File: config.mk
export PLATFORM = sky130hd
export DESIGN_NAME = arb_out_fifo
export DESIGN_NICKNAME = d
export VERILOG_FILES = /design/src/rtl/arb_out_fifo.sv
export SDC_FILE = /design/constraint.sdc
export NUM_CORES = 1
export LEC_CHECK = 0
export ABC_AREA = 1
export BUFFER_PORTS_ARGS = -buffer_cell sky130_fd_sc_hd__buf_2
export CORE_ASPECT_RATIO = 0.75
export CORE_MARGIN = 3
export CORE_UTILIZATION = 45
export CTS_BUF_LIST = sky130_fd_sc_hd__clkbuf_8
export CTS_CLUSTER_DIAMETER = 80
export DETAILED_ROUTE_END_ITERATION = 10
export GPL_TIMING_DRIVEN = 0
export PLACE_DENSITY_LB_ADDON = 0.15
export SETUP_SLACK_MARGIN = 0.15
export SYNTH_ARGS = -nofsm -noshare
export SYNTH_HDL_FRONTEND = slang
export SYNTH_SLANG_ARGS = --single-unit
File: constraint.sdc
create_clock -name clk -period 3.15 [get_ports clk]
set_input_delay 0.315 -clock clk [delete_from_list [all_inputs] [get_ports clk]]
set_output_delay 0.315 -clock clk [all_outputs]
set_load 0.05 [all_outputs]
File: src/rtl/arb_out_fifo.sv
// rtl/arb_out_fifo.sv - FWFT output FIFO after the slave arbiter; ARB_OUT_FIFO_OVF_EN adds the ovf_cnt dropped-write counter
module arb_out_fifo #(
    parameter int DW    = 32,
    parameter int DEPTH = 16,
    parameter int AW    = $clog2(DEPTH)
) (
    input  logic          clk,
    input  logic          rst,
    input  logic [1:0]    slvx_mode,
    input  logic [DW-1:0] slvx_data,
    input  logic [7:0]    slvx_proc_val,
    input  logic          slvx_data_valid,
    output logic          fifo_full,
    input  logic          flush,
    output logic [1:0]    out_mode,
    output logic [DW-1:0] out_data,
    output logic [7:0]    out_proc_val,
    output logic          out_valid,
    input  logic          out_ready,
    output logic [AW:0]   fifo_count
`ifdef ARB_OUT_FIFO_OVF_EN
    ,
    output logic [15:0]   ovf_cnt
`endif
);

    localparam int EW = DW + 10;
    localparam logic [AW:0] FULL_CNT = (AW+1)'(DEPTH);

    logic [EW-1:0] mem [DEPTH];
    logic [AW-1:0] wr_ptr;
    logic [AW-1:0] rd_ptr;
    logic [AW:0]   count;
    logic          wr_en;
    logic          rd_en;

    // Status flags come only from the registered count, never from inputs.
    assign fifo_full  = (count == FULL_CNT);
    assign out_valid  = (count != '0);
    assign fifo_count = count;

    assign wr_en = slvx_data_valid & ~fifo_full;
    assign rd_en = out_valid & out_ready;

    assign {out_mode, out_proc_val, out_data} = mem[rd_ptr];

    always_ff @(posedge clk) begin
        if (wr_en && !rst && !flush) begin
            mem[wr_ptr] <= {slvx_mode, slvx_proc_val, slvx_data};
        end
    end

    always_ff @(posedge clk) begin
        if (rst || flush) begin
            wr_ptr <= '0;
            rd_ptr <= '0;
            count  <= '0;
        end else begin
            if (wr_en) begin
                wr_ptr <= wr_ptr + 1'b1;
            end
            if (rd_en) begin
                rd_ptr <= rd_ptr + 1'b1;
            end
            case ({wr_en, rd_en})
                2'b10:   count <= count + 1'b1;
                2'b01:   count <= count - 1'b1;
                default: count <= count;
            endcase
        end
    end

`ifdef ARB_OUT_FIFO_OVF_EN
    // Counts drops even in a flush cycle; only reset clears it.
    always_ff @(posedge clk) begin
        if (rst) begin
            ovf_cnt <= '0;
        end else if (slvx_data_valid && fifo_full && ovf_cnt != 16'hFFFF) begin
            ovf_cnt <= ovf_cnt + 16'd1;
        end
    end
`endif

endmodule
* Word-level counts from Yosys, hierarchy flattened *
Memories as Yosys holds them, arrays and structs flattened. A register that Yosys moved wholly into a read port is not among the register bits.
Cells that the tools add are included.

word-level totals
  bits in writable memories = 672
  register bits = 13
  input port bits = 47
  output and inout bits = 49
  logic and storage cells = 26
  memories = 1

memory list
  memory  depth  width  read ports  clocked after Yosys merged registers in  wr ports  RTL line  RTL
  mem     16     42     1           1                                        1         30        logic [EW-1:0] mem [DEPTH];

operators by class
  multiplexer cells = 5
  eq/ne operators = 3
  reduce and logical (&&, ||, !) cells = 7
  bitwise gates (word level) = 3
  $add $sub $neg = 4

operators with widths
  kind                   count
  $pmux W5 S2            1
  $add A4 B1 Y4 const B  2
  $mux W4                2
  $add A5 B1 Y5 const B  1
  $eq A5 B5 Y1 const B   1
  $reduce_bool A5 Y1     1
  $sub A5 B1 Y5 const B  1
  $and A1 B1 Y1          2
  $eq A2 B1 Y1 const B   1
  $eq A2 B2 Y1 const B   1
  $logic_and A1 B1 Y1    2
  $logic_not A1 Y1       2
  $mux W1                2
  $reduce_bool A2 Y1     1
  $logic_or A1 B1 Y1     1
  $not A1 Y1             1

* Longest topological paths before layout *
Gate-level depths: netlist of run 1.

  depth after elaboration = 7
  depth in mapped cells = 12

* Worst setup path before layout of run 1 *
No wires, ideal clock.

  kind = register to register
  from = register count[0] (netlist: fifo_count[0])
  to = memory mem[0][0] in the netlist's numbering, enable pin
  cell stages (with the launch flop) = 7
  path buffers = 0
  arrival time = 3.153 ns
  slack = -0.444 ns
  clock period less this slack = 3.594 ns
  required time = 2.709 ns
  setup time = 0.441 ns
  cell sequence = dfxtp_1 nor2_1 nand3_1 nand2_1 inv_1 nand2_1 nor2_1

between the ends
  cells in the longest elaborated chain, start to end = 7

RTL lines
  what                              RTL line  RTL
  start: declaration                33        logic [AW:0] count;
  start signal: assignment          66        2'b10: count <= count + 1'b1;
  start signal: assignment          67        2'b01: count <= count - 1'b1;
  start signal: assignment          68        default: count <= count;
  $eq A5 B5 Y1                      38        assign fifo_full = (count == FULL_CNT);
  $not A1 Y1                        42        assign wr_en = slvx_data_valid & ~fifo_full;
  $and A1 B1 Y1                     42
  $logic_and A1 B1 Y1 (2 in a row)  48        if (wr_en && !rst && !flush) begin
  $mux W1                           48
  $mux W1 (implied by the code)     49        mem[wr_ptr] <= {slvx_mode, slvx_proc_val, slvx_data};
  end: declaration                  30

Every way passes these cells.

==> flow_summary_export.csv, run 1 <==
group,metric,value,unit
floorplan,die_y,227.7,um
worst_setup_path,crit_type,"register to output port",
worst_setup_path,cp_slowest_stage_delay,0.38,ns
timing,slew_headroom,30.17,%
worst_setup_path,r2r_start,"fifo_count[0]$_SDFFE_PP0P_",
worst_setup_path,cpMostUsedCell,"clkbuf_2",
pwr,ir_drop,0.3154,mV
worst_setup_path,rr_worst_depth,7,
detailed_routing,drtPass1Iterations,6,
pwr,p_leak,14.82,nW
clocking,cts.sinks,689,
synth,yosys_warnings,0,
pwr,power_frac_seq,53.4,%
floorplan,die_area,68700,um2
clocking,cts_buffers,106,
synth,synth-simple-area-share,20.88,%
pwr,switching_share,26.15,%
final_layout,layout_commonest_cell,"nand2_1",
timing,skew,0.03165,ns
final_layout,drive_gt1_share,12.30,%
floorplan,fp.dieW,301.6,um
clocking,cts_tree,"yes",
placement,dp.cells,3822,
clocking,clk_pin_slew_worst_paths,0.07,ns
floorplan,row_count,80,
global_routing,overflow,0,
synth,syn-cell-area,29500,um2
worst_setup_path,critPathMaxFanout,10,
global_routing,grt_start_max_net_pins,25,
pwr,p_int,13.99,mW
detailed_routing,drc_errors,0,
worst_setup_path,worstSetupEndpointType,"output port",
worst_setup_path,regToRegSetupSlack,0.38,ns
min_path,whs_path_depth,5,
global_routing,antenna_found_initial,0,
clocking,root_buffer,"clkbuf_8",
detailed_routing,antenna_left,0,
timing,maxSlewViolCount,0,
timing,rsz0062_at_grt,"true",
global_routing,grt_pass1_vias,19750,
min_path,min_from,"rst",
final_layout,most-common-layout-cells,"nand2_1, edfxtp_1, inv_1",
global_routing,grt_first_pass_wirelength,125900,um
synth,avgSynthCellArea,10.36,um2
synth,yosys.cell_types.count,19,
synth,synth_mux_area_share,0,%
timing,max_freq,0.3432,GHz
worst_setup_path,cp_cell_sequence,"clkbuf_2, clkinv_2, clkbuf_2, nand3_1, nand2_1, buf_2",
timing,setup_viol,0,
status,outcome,"complete, no violations",
detailed_routing,routed_wl,85780,um
synth,synth_adder_area_share,0.4496,%
final_layout,area_delta_synth_final,16.21,%
pwr,p_comb_share,10.8,%
synth,synth-compound-area-share,0.2206,%
detailed_routing,vias,20690,
synth,synth_xor_area_share,0.08907,%
synth,synth_nets,2904,
timing,finalCritPeriodShare,92.51,%
worst_setup_path,critPathSlowestCell,"clkbuf_2",
synth,synthCells,2847,
detailed_routing,initialDrtViolationCount,2314,
final_layout,final_core_util,53.35,%
floorplan,initial_utilization,45.91,%
placement,gp_congestion,0.8141,
detailed_routing,wl_per_cell,21.15,um
floorplan,core_area,64260,um2
clocking,clockBufferDepth,3,
clocking,h-tree-depth,3,
clocking,insertion_delay,0.72,ns
final_layout,stdcell_count,4056,
min_path,min_to,"wr_ptr[3]$_SDFFE_PP0P_",
global_routing,grt_util_all_layers,24.98,%
pwr,p_per_area,552.7,nW/um2
timing,worstMarginPinSlew,1.047,ns
floorplan,ios,96,
synth,synth_seq_cells,689,
placement,hpwl,54480,um
worst_setup_path,required,2.83,ns
timing,final-hold-violation-count,0,
placement,io_buffers,95,
synth,ys_seq_area_share,69.56,%
worst_setup_path,cp_data_arrival_time,2.60,ns
synth,synth_top_family_by_area,"simple AND/OR/NAND/NOR gates",
worst_setup_path,rr_endpoint,"mem[10][35]$_DFFE_PP_",
timing,fin_crit,2.914,ns
pwr,power_switching,4.954,mW
detailed_routing,vias_per_cell,5.100,
min_path,min_path_type,"input pin to register",
run,maxCapViolations,0,
timing,hold_slack,0.1314,ns
final_layout,layout.nets,3173,
pwr,clkPwrFrac,35.8,%
worst_setup_path,start_kind,"register",
[registers in the layout, summed over array words and instances, names as in the netlist, named ones only]
| signal | count |
|---|---|
| mem | 672 |
| fifo_count | 5 |
| rd_ptr | 4 |
| wr_ptr | 4 |
[routing by layer]
metal / track usage, % / wire (um) / up-vias / part of all wire [%]
met2: 37.83 / 38150 / 941 / 44
met3: 5.665 / 8112 / 163 / 9.5
met4: 7.854 / 2309 / 0 / 2.7
met5: 0 / 0 / - / 0
met1: 35.96 / 37210 / 9839 / 43
li1: - / - / 9743 / -
[how the worst max path moves through the flow]
| stage | from | endpoint | slack [ns] | cells after the start |
|---|---|---|---|---|
| after floorplan | fifo_count[0]$_SDFFE_PP0P_ | mem[0][0]$_DFFE_PP_ | -0.44 | 6 |
| after global routing | register | out_proc_val[7] | 0.12 | 10 |
| after global placement | rst | mem[10][36]$_DFFE_PP_ | -2.57 | 5 |
| after detailed placement | register | out_data[13] | 0.20 | 7 |
| final | register | out_proc_val[7] | 0.24 | 6 |
| after CTS | register | out_data[23] | 0.13 | 7 |
[power by group through the flow]
stage	Sequential [mW]	Combinational, mW	Clock (mW)
after detailed placement	10.3	1.91	0
after floorplan	10.3	1.12	0
after global routing	10.1	2.19	7.29
after global placement	10.3	1.86	0
final	10.1	2.04	6.79
after CTS	10.1	2.00	6.90
[kinds of logic after synthesis]
logic type / count (synthesis)
AND/OR/NAND/NOR: 1467
flip-flops: 689
buffers and inverters: 665
AO/OA/AOI/OAI: 13
adder cells (fa/ha/maj): 10
XOR/XNOR: 3
[metrics by stage]
stage	instance area, um2	setup TNS (ns)	power (mW)	setup WS, ns
after floorplan	29500	-298.56	11.46	-0.4443
after global placement	31050	-1571.99	12.18	-2.570
after detailed placement	31600	0	12.22	0.2020
after CTS	34150	0	19.02	0.1281
after global routing	34280	0	19.60	0.1194
final	34280	0	18.95	0.2360
[critical path: cells and delay by family, from the launching register on]
family                 cells  cell delay [ns]
DFF                        1             0.31
buffers and inverters      4             1.25
and+or+nand+nor            2             0.32
[area by class of cell]
cell class	count	area [um2]
clock inverter	73	321.6
sequential	689	20520
antenna	1	2.502
clock buffer	113	1555
tap	861	1077
inverter	526	1976
buffer	139	925.9
fill	5682	29980
multi-input combinational	1493	6514
timing repair buffer	161	1389
[cell usage after synthesis, drive strengths merged]
library cell	n	area (um2)
a21oi	7	35.03
buf	97	464.2
clkbuf	42	157.7
clkinv	1	3.750
dfxtp	17	340.3
edfxtp	672	20180
fa	1	20.02
ha	9	112.6
inv	525	1971
nand2	909	3412
nand3	518	2592
nand4	1	6.260
nor2	38	142.6
o21ai	6	30.03
or2	1	6.260
xor2	3	26.28
[repair_timing]
action	CTS	global route
endpoints found under the hold margin	670	0
resized for setup	106	63
setup endpoints to repair	42	39
hold buffers	47	0
buffers inserted	0	0
(Power assumes the default switching activity.)
==> inputs of run 2 (changes only) <==
==> constraint.sdc (replaced) <==
create_clock -name clk -period 3.15 [get_ports clk]
set_input_delay 0.315 -clock clk [delete_from_list [all_inputs] [get_ports clk]]
set_output_delay 0.315 -clock clk [all_outputs]
set_load 0.01 [all_outputs]
==> run 2 against run 1 <==
  * Clock-buffer cell count did not move
  * Sequential share of layout area rose by 0.25 points
  * Sequential power barely moved
  * First-iteration DRC count rose by 0.43%
  * Hold slack got worse by 0.0042 ns
  * Highest routed layer is now met5
==> flow_summary_export.csv, run 2 (synthesized netlist as in run 1, its figures left out) <==
group,metric,value,unit
status,outcome,"complete, no violations",
floorplan,die_area,68700,um2
pwr,total_power,18.63,mW
placement,dpl_cell_area,31600,um2
global_routing,overflow,0,
min_path,min_to,"wr_ptr[3]$_SDFFE_PP0P_",
clocking,clk_pin_slew_worst_paths,0.07,ns
clocking,h-tree-depth,3,
timing,setup_viol,0,
worst_setup_path,required,2.83,ns
clocking,post_cts.repair.setup_buffers,0,
timing,final-hold-violation-count,0,
timing,fin_tns_setup,0,ns
final_layout,area_delta_synth_final,15.73,%
pwr,p_leak,14.76,nW
clocking,cts_buffers,106,
clocking,root_buffer,"clkbuf_8",
min_path,min_from,"rst",
detailed_routing,antenna_left,0,
timing,slew_headroom,31.02,%
worst_setup_path,crit_type,"register to output port",
detailed_routing,vias_per_cell,5.087,
timing,skew,0.02383,ns
min_path,whs_path_depth,5,
timing,worstMarginPinSlew,1.035,ns
global_routing,grt_start_max_net_pins,25,
global_routing,grt_util_all_layers,24.97,%
clocking,insertion_delay,0.71,ns
placement,pre_cts_ws,0.2096,ns
timing,maxSlewViolCount,0,
final_layout,drive_gt1_share,12.18,%
timing,finalCritPeriodShare,92.58,%
final_layout,layout_commonest_cell,"nand2_1",
placement,hpwl,54480,um
detailed_routing,wl_met1,37330,um
placement,gp_congestion,0.8141,
clocking,cts.sinks,689,
worst_setup_path,rr_endpoint,"mem[10][35]$_DFFE_PP_",
timing,hold_slack,0.1272,ns
timing,rsz0062_at_grt,"true",
final_layout,fin_area,34140,um2
timing,fin_crit,2.916,ns
final_layout,regMostFlops,"mem",
pwr,ir_drop,0.3121,mV
detailed_routing,vias,20630,
timing,max_freq,0.3429,GHz
worst_setup_path,start_kind,"register",
worst_setup_path,regToRegSetupSlack,0.38,ns
worst_setup_path,worstSetupEndpointType,"output port",
final_layout,largest_reg_flops,672,
final_layout,layout.nets,3173,
detailed_routing,initialDrtViolationCount,2324,
final_layout,most-common-layout-cells,"nand2_1, edfxtp_1, inv_1",
detailed_routing,wl_per_cell,21.14,um
detailed_routing,wl_met3,7849,um
timing,layout_setup_ws,0.2338,ns
floorplan,fp.dieW,301.6,um
floorplan,initial_utilization,45.91,%
detailed_routing,routed_wl,85740,um
pwr,p_per_area,545.8,nW/um2
placement,io_buffers,95,
final_layout,n_fill_cell,5690,
worst_setup_path,rr_worst_depth,7,
worst_setup_path,r2r_start,"fifo_count[0]$_SDFFE_PP0P_",
detailed_routing,drc_errors,0,
clocking,clockBufferDepth,3,
floorplan,ios,96,
global_routing,grt_pass1_vias,19740,
run,maxCapViolations,0,
worst_setup_path,critPathMaxFanout,11,
detailed_routing,drtPass1Iterations,5,
min_path,min_path_type,"input pin to register",
worst_setup_path,cp_data_arrival_time,2.60,ns
floorplan,core_area,64260,um2
detailed_routing,wl_met2,38240,um
detailed_routing,top_layer_used,"met5",
clocking,cts_tree,"yes",
floorplan,row_count,80,
floorplan,die_y,227.7,um
global_routing,grt_first_pass_wirelength,125800,um
global_routing,antenna_found_initial,1,
==> run 2: cell types whose count changed in the layout (fill, tap and decap cells not counted), sizes merged <==
cell,delta
buf,+5
clkbuf,-5
==> run 2: final cells by class <==
cell class                 instances  area (um2)  share of cell area (%)
multi-input combinational       1493        6514                   19.08
clock inverter                    73       321.6                  0.9419
buffer                           139       800.8                   2.346
tap                              861        1077                   3.156
sequential                       689       20520                   60.11
timing repair buffer             161        1371                   4.017
antenna                            1       2.502                0.007330
clock buffer                     113        1555                   4.556
inverter                         526        1976                   5.787
==> run 2: metrics by stage <==
step	util, %	std cells
after floorplan	-	2847
after global placement	48.32	3803
after detailed placement	49.17	3822
after CTS	53.03	4055
after global routing	53.12	4055
final	53.13	4056
==> run 2: timing repair <==
| item | 4_1_cts | 5_1_grt |
|---|---|---|
| endpoints found under the hold margin | 670 | 0 |
| pin swaps | 0 | 0 |
| setup endpoints to repair | 42 | 40 |
| resized for setup | 80 | 28 |
| hold buffers | 47 | 0 |
==> run 2: critical path, stage by stage (launching register included) <==
cell and delay (ns):
dfxtp_2 0.41, buf_8 0.24, buf_8 0.24, buf_4 0.26
nand2_1 0.08, nand3_1 0.09, nand3_1 0.10, nand3_2 0.18
nand2_1 0.10, buf_2 0.15
==> run 2: layer usage <==
layer  global-route usage (%)  vias to the layer above
met3                    5.599                      159
met4                    7.824                        2
li1                         -                     9741
met1                    35.99                     9826
met2                    37.82                      906
met5                        0                        -
==> run 2: worst max-delay path by stage <==
stage | startpoint | endpoint | cells after the start
final | register | out_data[13] | 9
after global routing | register | out_data[13] | 9
after CTS | register | out_data[13] | 10
after detailed placement | rst | mem[10][35]$_DFFE_PP_ | 6
after global placement | rst | mem[10][36]$_DFFE_PP_ | 5
after floorplan | fifo_count[0]$_SDFFE_PP0P_ | mem[0][0]$_DFFE_PP_ | 6
==> run 2: power by group <==
part	switching (mW)	leakage, nW	internal, mW
sequential	0.0212	6.18	10.1
combinational	1.22	7.45	0.507
clock	3.43	1.13	3.36
total	4.67	14.8	14.0
